`src/rtl/main_mem_arbiter.sv`:
```
// Two-port round-robin arbiter in front of a single MainMem port.
// Port 0 is instruction fetch and port 1 is data access. One transaction is
// in flight at a time. The winner's request fields are latched into holding
// registers at grant, and a stuck memory is aborted after TIMEOUT_CYCLES
// wait cycles.
module main_mem_arbiter #(
   parameter int unsigned TIMEOUT_CYCLES = 64
) (
   input  logic        clk,
   input  logic        rst,
   input  logic        in_req_0,
   input  logic        in_req_1,
   input  logic [31:0] in_addr_0,
   input  logic [31:0] in_addr_1,
   input  logic        in_we_0,
   input  logic        in_we_1,
   input  logic [31:0] in_wdata_0,
   input  logic [31:0] in_wdata_1,
   output logic        out_done_0,
   output logic        out_done_1,
   output logic [31:0] out_rdata_0,
   output logic [31:0] out_rdata_1,
   output logic        out_timeout,
   output logic        out_mem_req,
   output logic        out_mem_we,
   output logic [31:0] out_mem_addr,
   output logic [31:0] out_mem_wdata,
   input  logic        in_mem_wait,
   input  logic [31:0] in_mem_rdata
);

   localparam int unsigned DW      = 32;
   localparam int unsigned AW      = 32;
   localparam int unsigned CW      = 8;
   localparam int unsigned CNT_MAX = (1 << CW) - 1;

   typedef enum logic [1:0] {
      IDLE  = 2'd0,
      ISSUE = 2'd1,
      WAIT  = 2'd2,
      DONE  = 2'd3
   } state_t;

   state_t          state;
   state_t          state_d;

   // Index of the port owning the current transaction, and the round-robin pointer.
   logic            grant;
   logic            grant_d;
   logic            last_grant;
   logic            last_grant_d;

   logic [CW-1:0]   wait_cnt;
   logic [CW-1:0]   wait_cnt_d;

   // Next values of the registered outputs; the mem_* outputs are the holding registers.
   logic            mem_req_d;
   logic            mem_we_d;
   logic [AW-1:0]   mem_addr_d;
   logic [DW-1:0]   mem_wdata_d;
   logic            done_0_d;
   logic            done_1_d;
   logic [DW-1:0]   rdata_0_d;
   logic [DW-1:0]   rdata_1_d;
   logic            timeout_d;

   logic            win_c;
   logic [CW-1:0]   cnt_inc_c;
   logic            timeout_hit_c;

   // Round-robin winner: a lone request wins; a tie goes to the port not granted last.
   assign win_c = (in_req_0 && in_req_1) ? ~last_grant : in_req_1;

   // The wait counter saturates rather than wrapping.
   assign cnt_inc_c = (wait_cnt == CW'(CNT_MAX)) ? wait_cnt : wait_cnt + CW'(1);

   // The abort fires on the WAIT cycle that brings the count to TIMEOUT_CYCLES.
   assign timeout_hit_c = (32'(cnt_inc_c) >= TIMEOUT_CYCLES);

   // Next-state and next-output logic. Holding registers change only at grant.
   always_comb begin
      state_d      = state;
      grant_d      = grant;
      last_grant_d = last_grant;
      wait_cnt_d   = wait_cnt;
      mem_req_d    = 1'b0;
      mem_we_d     = out_mem_we;
      mem_addr_d   = out_mem_addr;
      mem_wdata_d  = out_mem_wdata;
      done_0_d     = 1'b0;
      done_1_d     = 1'b0;
      rdata_0_d    = out_rdata_0;
      rdata_1_d    = out_rdata_1;
      timeout_d    = out_timeout;

      unique case (state)
         IDLE: begin
            // Grant only once MainMem is idle, so an abandoned access drains first.
            if (!in_mem_wait && (in_req_0 || in_req_1)) begin
               grant_d      = win_c;
               last_grant_d = win_c;
               mem_addr_d   = win_c ? in_addr_1  : in_addr_0;
               mem_we_d     = win_c ? in_we_1    : in_we_0;
               mem_wdata_d  = win_c ? in_wdata_1 : in_wdata_0;
               wait_cnt_d   = '0;
               mem_req_d    = 1'b1;
               state_d      = ISSUE;
            end
         end

         ISSUE: begin
            state_d = WAIT;
         end

         WAIT: begin
            if (!in_mem_wait) begin
               // Capture the data for reads and writes alike.
               if (grant) begin
                  rdata_1_d = in_mem_rdata;
                  done_1_d  = 1'b1;
               end else begin
                  rdata_0_d = in_mem_rdata;
                  done_0_d  = 1'b1;
               end
               state_d = DONE;
            end else if (timeout_hit_c) begin
               // Abort: complete the transaction with zero data and flag it.
               if (grant) begin
                  rdata_1_d = '0;
                  done_1_d  = 1'b1;
               end else begin
                  rdata_0_d = '0;
                  done_0_d  = 1'b1;
               end
               timeout_d  = 1'b1;
               wait_cnt_d = cnt_inc_c;
               state_d    = DONE;
            end else begin
               wait_cnt_d = cnt_inc_c;
            end
         end

         DONE: begin
            state_d = IDLE;
         end

         default: begin
            state_d = IDLE;
         end
      endcase
   end

   // State and registered outputs. Reset abandons any transaction in flight.
   always_ff @(posedge clk) begin
      if (rst) begin
         state         <= IDLE;
         grant         <= 1'b0;
         last_grant    <= 1'b1;
         wait_cnt      <= '0;
         out_mem_req   <= 1'b0;
         out_mem_we    <= 1'b0;
         out_mem_addr  <= '0;
         out_mem_wdata <= '0;
         out_done_0    <= 1'b0;
         out_done_1    <= 1'b0;
         out_rdata_0   <= '0;
         out_rdata_1   <= '0;
         out_timeout   <= 1'b0;
      end else begin
         state         <= state_d;
         grant         <= grant_d;
         last_grant    <= last_grant_d;
         wait_cnt      <= wait_cnt_d;
         out_mem_req   <= mem_req_d;
         out_mem_we    <= mem_we_d;
         out_mem_addr  <= mem_addr_d;
         out_mem_wdata <= mem_wdata_d;
         out_done_0    <= done_0_d;
         out_done_1    <= done_1_d;
         out_rdata_0   <= rdata_0_d;
         out_rdata_1   <= rdata_1_d;
         out_timeout   <= timeout_d;
      end
   end

endmodule

```
`config.mk`:
```
export PLATFORM = sky130hd
export DESIGN_NAME = main_mem_arbiter
export DESIGN_NICKNAME = d
export VERILOG_FILES = /design/src/rtl/main_mem_arbiter.sv
export SDC_FILE = /design/constraint.sdc
export NUM_CORES = 1
export LEC_CHECK = 0
export CAP_MARGIN = 15
export CORE_ASPECT_RATIO = 1.25
export CORE_MARGIN = 2
export CORE_UTILIZATION = 38
export CTS_CLUSTER_DIAMETER = 40
export DETAILED_ROUTE_END_ITERATION = 10
export PLACE_DENSITY = 0.78
export SLEW_MARGIN = 30
export SYNTH_ARGS = -nofsm -noshare
export SYNTH_HDL_FRONTEND = slang
export SYNTH_SLANG_ARGS = --single-unit
```
`constraint.sdc`:
```
create_clock -name clk -period 2 [get_ports clk]
set_clock_uncertainty 0.1 [all_clocks]
set_input_delay 0.4 -clock clk [delete_from_list [all_inputs] [get_ports clk]]
set_output_delay 0.4 -clock clk [all_outputs]
set_load 0.01 [all_outputs]
```
==> reports/results.ini <==
[status]
status=finished clean

[grt]
first_global_vias=6189
antenna_found_initial=1
grt_max_degree=65
grt_usage=0.218
grt_pass1_wl_um=31600
grt.overflow.total=0

[placement]
dpl.hpwl_um=15000
finalWeightedCongestion=0.854
place.detailed.instances=1192
pre_cts_slack_ns=-0.228
portBuffers=299
placed_area_sq_mm=0.0100

[clock_network]
numCtsBuffers=17
cts-root-buf=clkbuf_16
hold_buffers=0
h-tree-depth=4
cts_tree=yes
path_clk_slew_ns=0.06
clk_latency_ns=0.41
cts_sinks=145
clockBufferDepth=2

[cells_and_area]
fin_cells=1222
nFillCells=1388
antennaDiodeCount=0
area_delta_synth_final_pct=64.5
layout-drive-gt1-share=0.145
fin_nets=1162
design_area_sq_mm=0.0107

[drt]
routed_via_density=5.29
vias=6460
drt-wirelength-per-cell_um=16.4
drc=0
ant_nets=0
wl_um=20100
dr.pass1.iters=5
dr.first_iter.drc_count=319

[setup_path]
startpoint=wait_cnt[3]
arrival_ns=2.19
worstReg2RegEnd=out_rdata_0[7]
r2r_cells=5
endpoint_kind=register
reg2reg_setup_slack_ns=0.02
timing.rr.start=wait_cnt[3]
path_class=register to register
critPathRequiredTime_ns=2.22
worstSetupStartpointType=register
cp_max_fo=41
critical_path.endpoint=out_rdata_0[7]

[power_and_ir_drop]
p_total_mw=9.71
p_per_area_mw_per_mm2=910
p_switching_mw=2.85
seq_power_share=0.359
p_clk_frac=0.328
p_int_mw=6.86
p_comb_frac=0.312
p_sw_frac=0.293
leakagePower_nw=3.68
ir_drop_v=0.000516

[synth]
synthesis.nets=855
ys_top_cells_by_area=dfxtp_1, mux2i_1, a211oi_1
synthDominantCellAreaShare=0.447
yosys_warnings=0
synth_edf_count=0
synth-async-reset-ratio=0
synth_area_leader_cell=dfxtp_1
netlist_instances=684
synth_ff_type=dfxtp_1
ys_ff_latch=145
syn_area_per_cell_sq_um=9.49
ys_seq_area_frac=0.447
synth_cell_types=41
syn_area_sq_mm=0.00649

[min_path]
hold_path_class=input port to register

[floorplan]
rows=53
initial_core_util=0.387
ios=300
die-area_sq_mm=0.0181
core-area_sq_mm=0.0168
fp.dieW_um=121
die_h_um=150

[sta]
final_max_slew_viol_count=0
rsz0062_at_grt=true
layout_setup_ws_ns=0.0213
hold_violations=0
period_minus_slack_ns=1.98
worst_pin_slew_ns=0.566
fmaxAchievable_ghz=0.505
setup_viol=0
slew_headroom=0.623
finalCritPeriodShare=0.989

[job]
cap_violations=0

## how the worst min path moves through the flow
| stage | endpoint | startpoint | cells after the start | slack (ns) |
|---|---|---|---|---|
| after floorplan | last_grant | last_grant | 2 | 0.34 |
| after global placement | state[1] | state[1] | 2 | 0.38 |
| after detailed placement | out_mem_wdata[10] | out_mem_wdata[10] | 2 | 0.39 |
| after CTS | out_timeout | rst | 2 | 0.33 |
| after global routing | out_mem_req | rst | 2 | 0.36 |
| final | out_timeout | rst | 2 | 0.36 |
## through the flow
| stage | util | hold WS, ns | setup TNS [ns] |
|---|---|---|---|
| 3_3_place_gp | 0.598 | 0.381 | -9.95 |
| 2_1_floorplan | - | 0.338 | 0 |
| 3_5_place_dp | 0.598 | 0.390 | -17.26 |
| 4_1_cts | 0.635 | 0.334 | 0 |
| 5_1_grt | 0.636 | 0.363 | -0.254 |
| 6_report | 0.636 | 0.355 | 0 |
## state kept, by name (all words and copies together) (netlist names), 2 cells and up
name and flops:
out_mem_addr 32, out_mem_wdata 32, out_rdata_0 32, out_rdata_1 32, wait_cnt 8, state 2
## layout by cell type, fill, tap and decap left out, types with 2 or more instances in the layout
master	count
clkdlybuf4s50_1	298
clkbuf_16	17
nand2b_1	4
nor2_4	2
a211oi_2	15
a211oi_1	84
a311oi_1	2
clkinvlp_4	2
clkinv_2	2
nor2_1	73
clkbuf_8	5
a31oi_1	2
nand2_1	39
a311oi_2	31
a41oi_1	2
or3_1	3
dfxtp_2	2
nand4_1	2
bufinv_16	2
dfxtp_1	143
inv_1	4
buf_12	10
nand3_1	3
buf_4	45
o21ai_0	7
o211ai_1	3
mux2i_1	66
a21oi_1	105
ha_1	3
nor3_1	4
## cell families (layout without fill, tap and decap cells)
group,count (synthesis),in the layout,share of synthesized area
AO/OA/AOI/OAI,259,259,0.301
flip-flops,145,145,0.447
AND/OR/NAND/NOR,140,140,0.0922
buffers and inverters,70,388,0.0499
multiplexers,66,66,0.102
adder cells (fa/ha/maj),4,4,0.00771
## area by class of cell
class | instances | area (sq um) | area share
Clock inverter | 8 | 103 | 0.00961
Tap cell | 220 | 275 | 0.0258
Clock buffer | 22 | 494 | 0.0463
Multi-Input combinational cell | 469 | 3350 | 0.314
Timing Repair Buffer | 354 | 3530 | 0.331
Inverter | 4 | 15.0 | 0.00141
Sequential cell | 145 | 2910 | 0.272
## timing repair
item,in CTS,in global routing
endpoints found under the setup margin,31,37
resized for setup,3,4
pin swaps,2,0
buffers inserted,0,0
## cells in the mapped netlist (2+ instances only)
cell type / n
buf_6: 7
a211oi_1: 86
a41oi_1: 2
buf_1: 5
nand2_1: 40
a31oi_1: 2
nand4_1: 2
o21ai_0: 7
or3_1: 3
nand2b_1: 4
a311oi_1: 5
nor2_1: 75
a211oi_2: 13
ha_1: 4
a21oi_1: 105
clkbuf_1: 47
o211ai_1: 3
nand3_1: 3
a311oi_2: 28
mux2i_1: 66
inv_1: 4
dfxtp_1: 145
buf_2: 7
nor3_1: 4
## worst max-delay path: stages, from the launching register on
cell and delay (ns):
dfxtp_1 0.33, and4_1 0.22, or4_4 0.49, a21bo_4 0.25, buf_12 0.19, a311oi_2 0.27
## power groups by stage
| stage | logic [mW] | registers, mW | clock network [mW] |
|---|---|---|---|
| 5_1_grt | 3.29 | 3.54 | 3.37 |
| 3_5_place_dp | 3.03 | 3.55 | 0 |
| 2_1_floorplan | 1.26 | 3.70 | 0 |
| 3_3_place_gp | 2.99 | 3.53 | 0 |
| 6_report | 3.03 | 3.49 | 3.19 |
| 4_1_cts | 3.04 | 3.49 | 3.25 |
## per-layer routing
layer,up-vias,routed length [um],track usage
li1,3178,-,-
met1,2999,8110,0.258
met2,247,10000,0.374
met3,34,1440,0.0614
met4,2,521,0.0826
met5,-,13,0
Note: power is estimated with default switching activity, not from simulation.
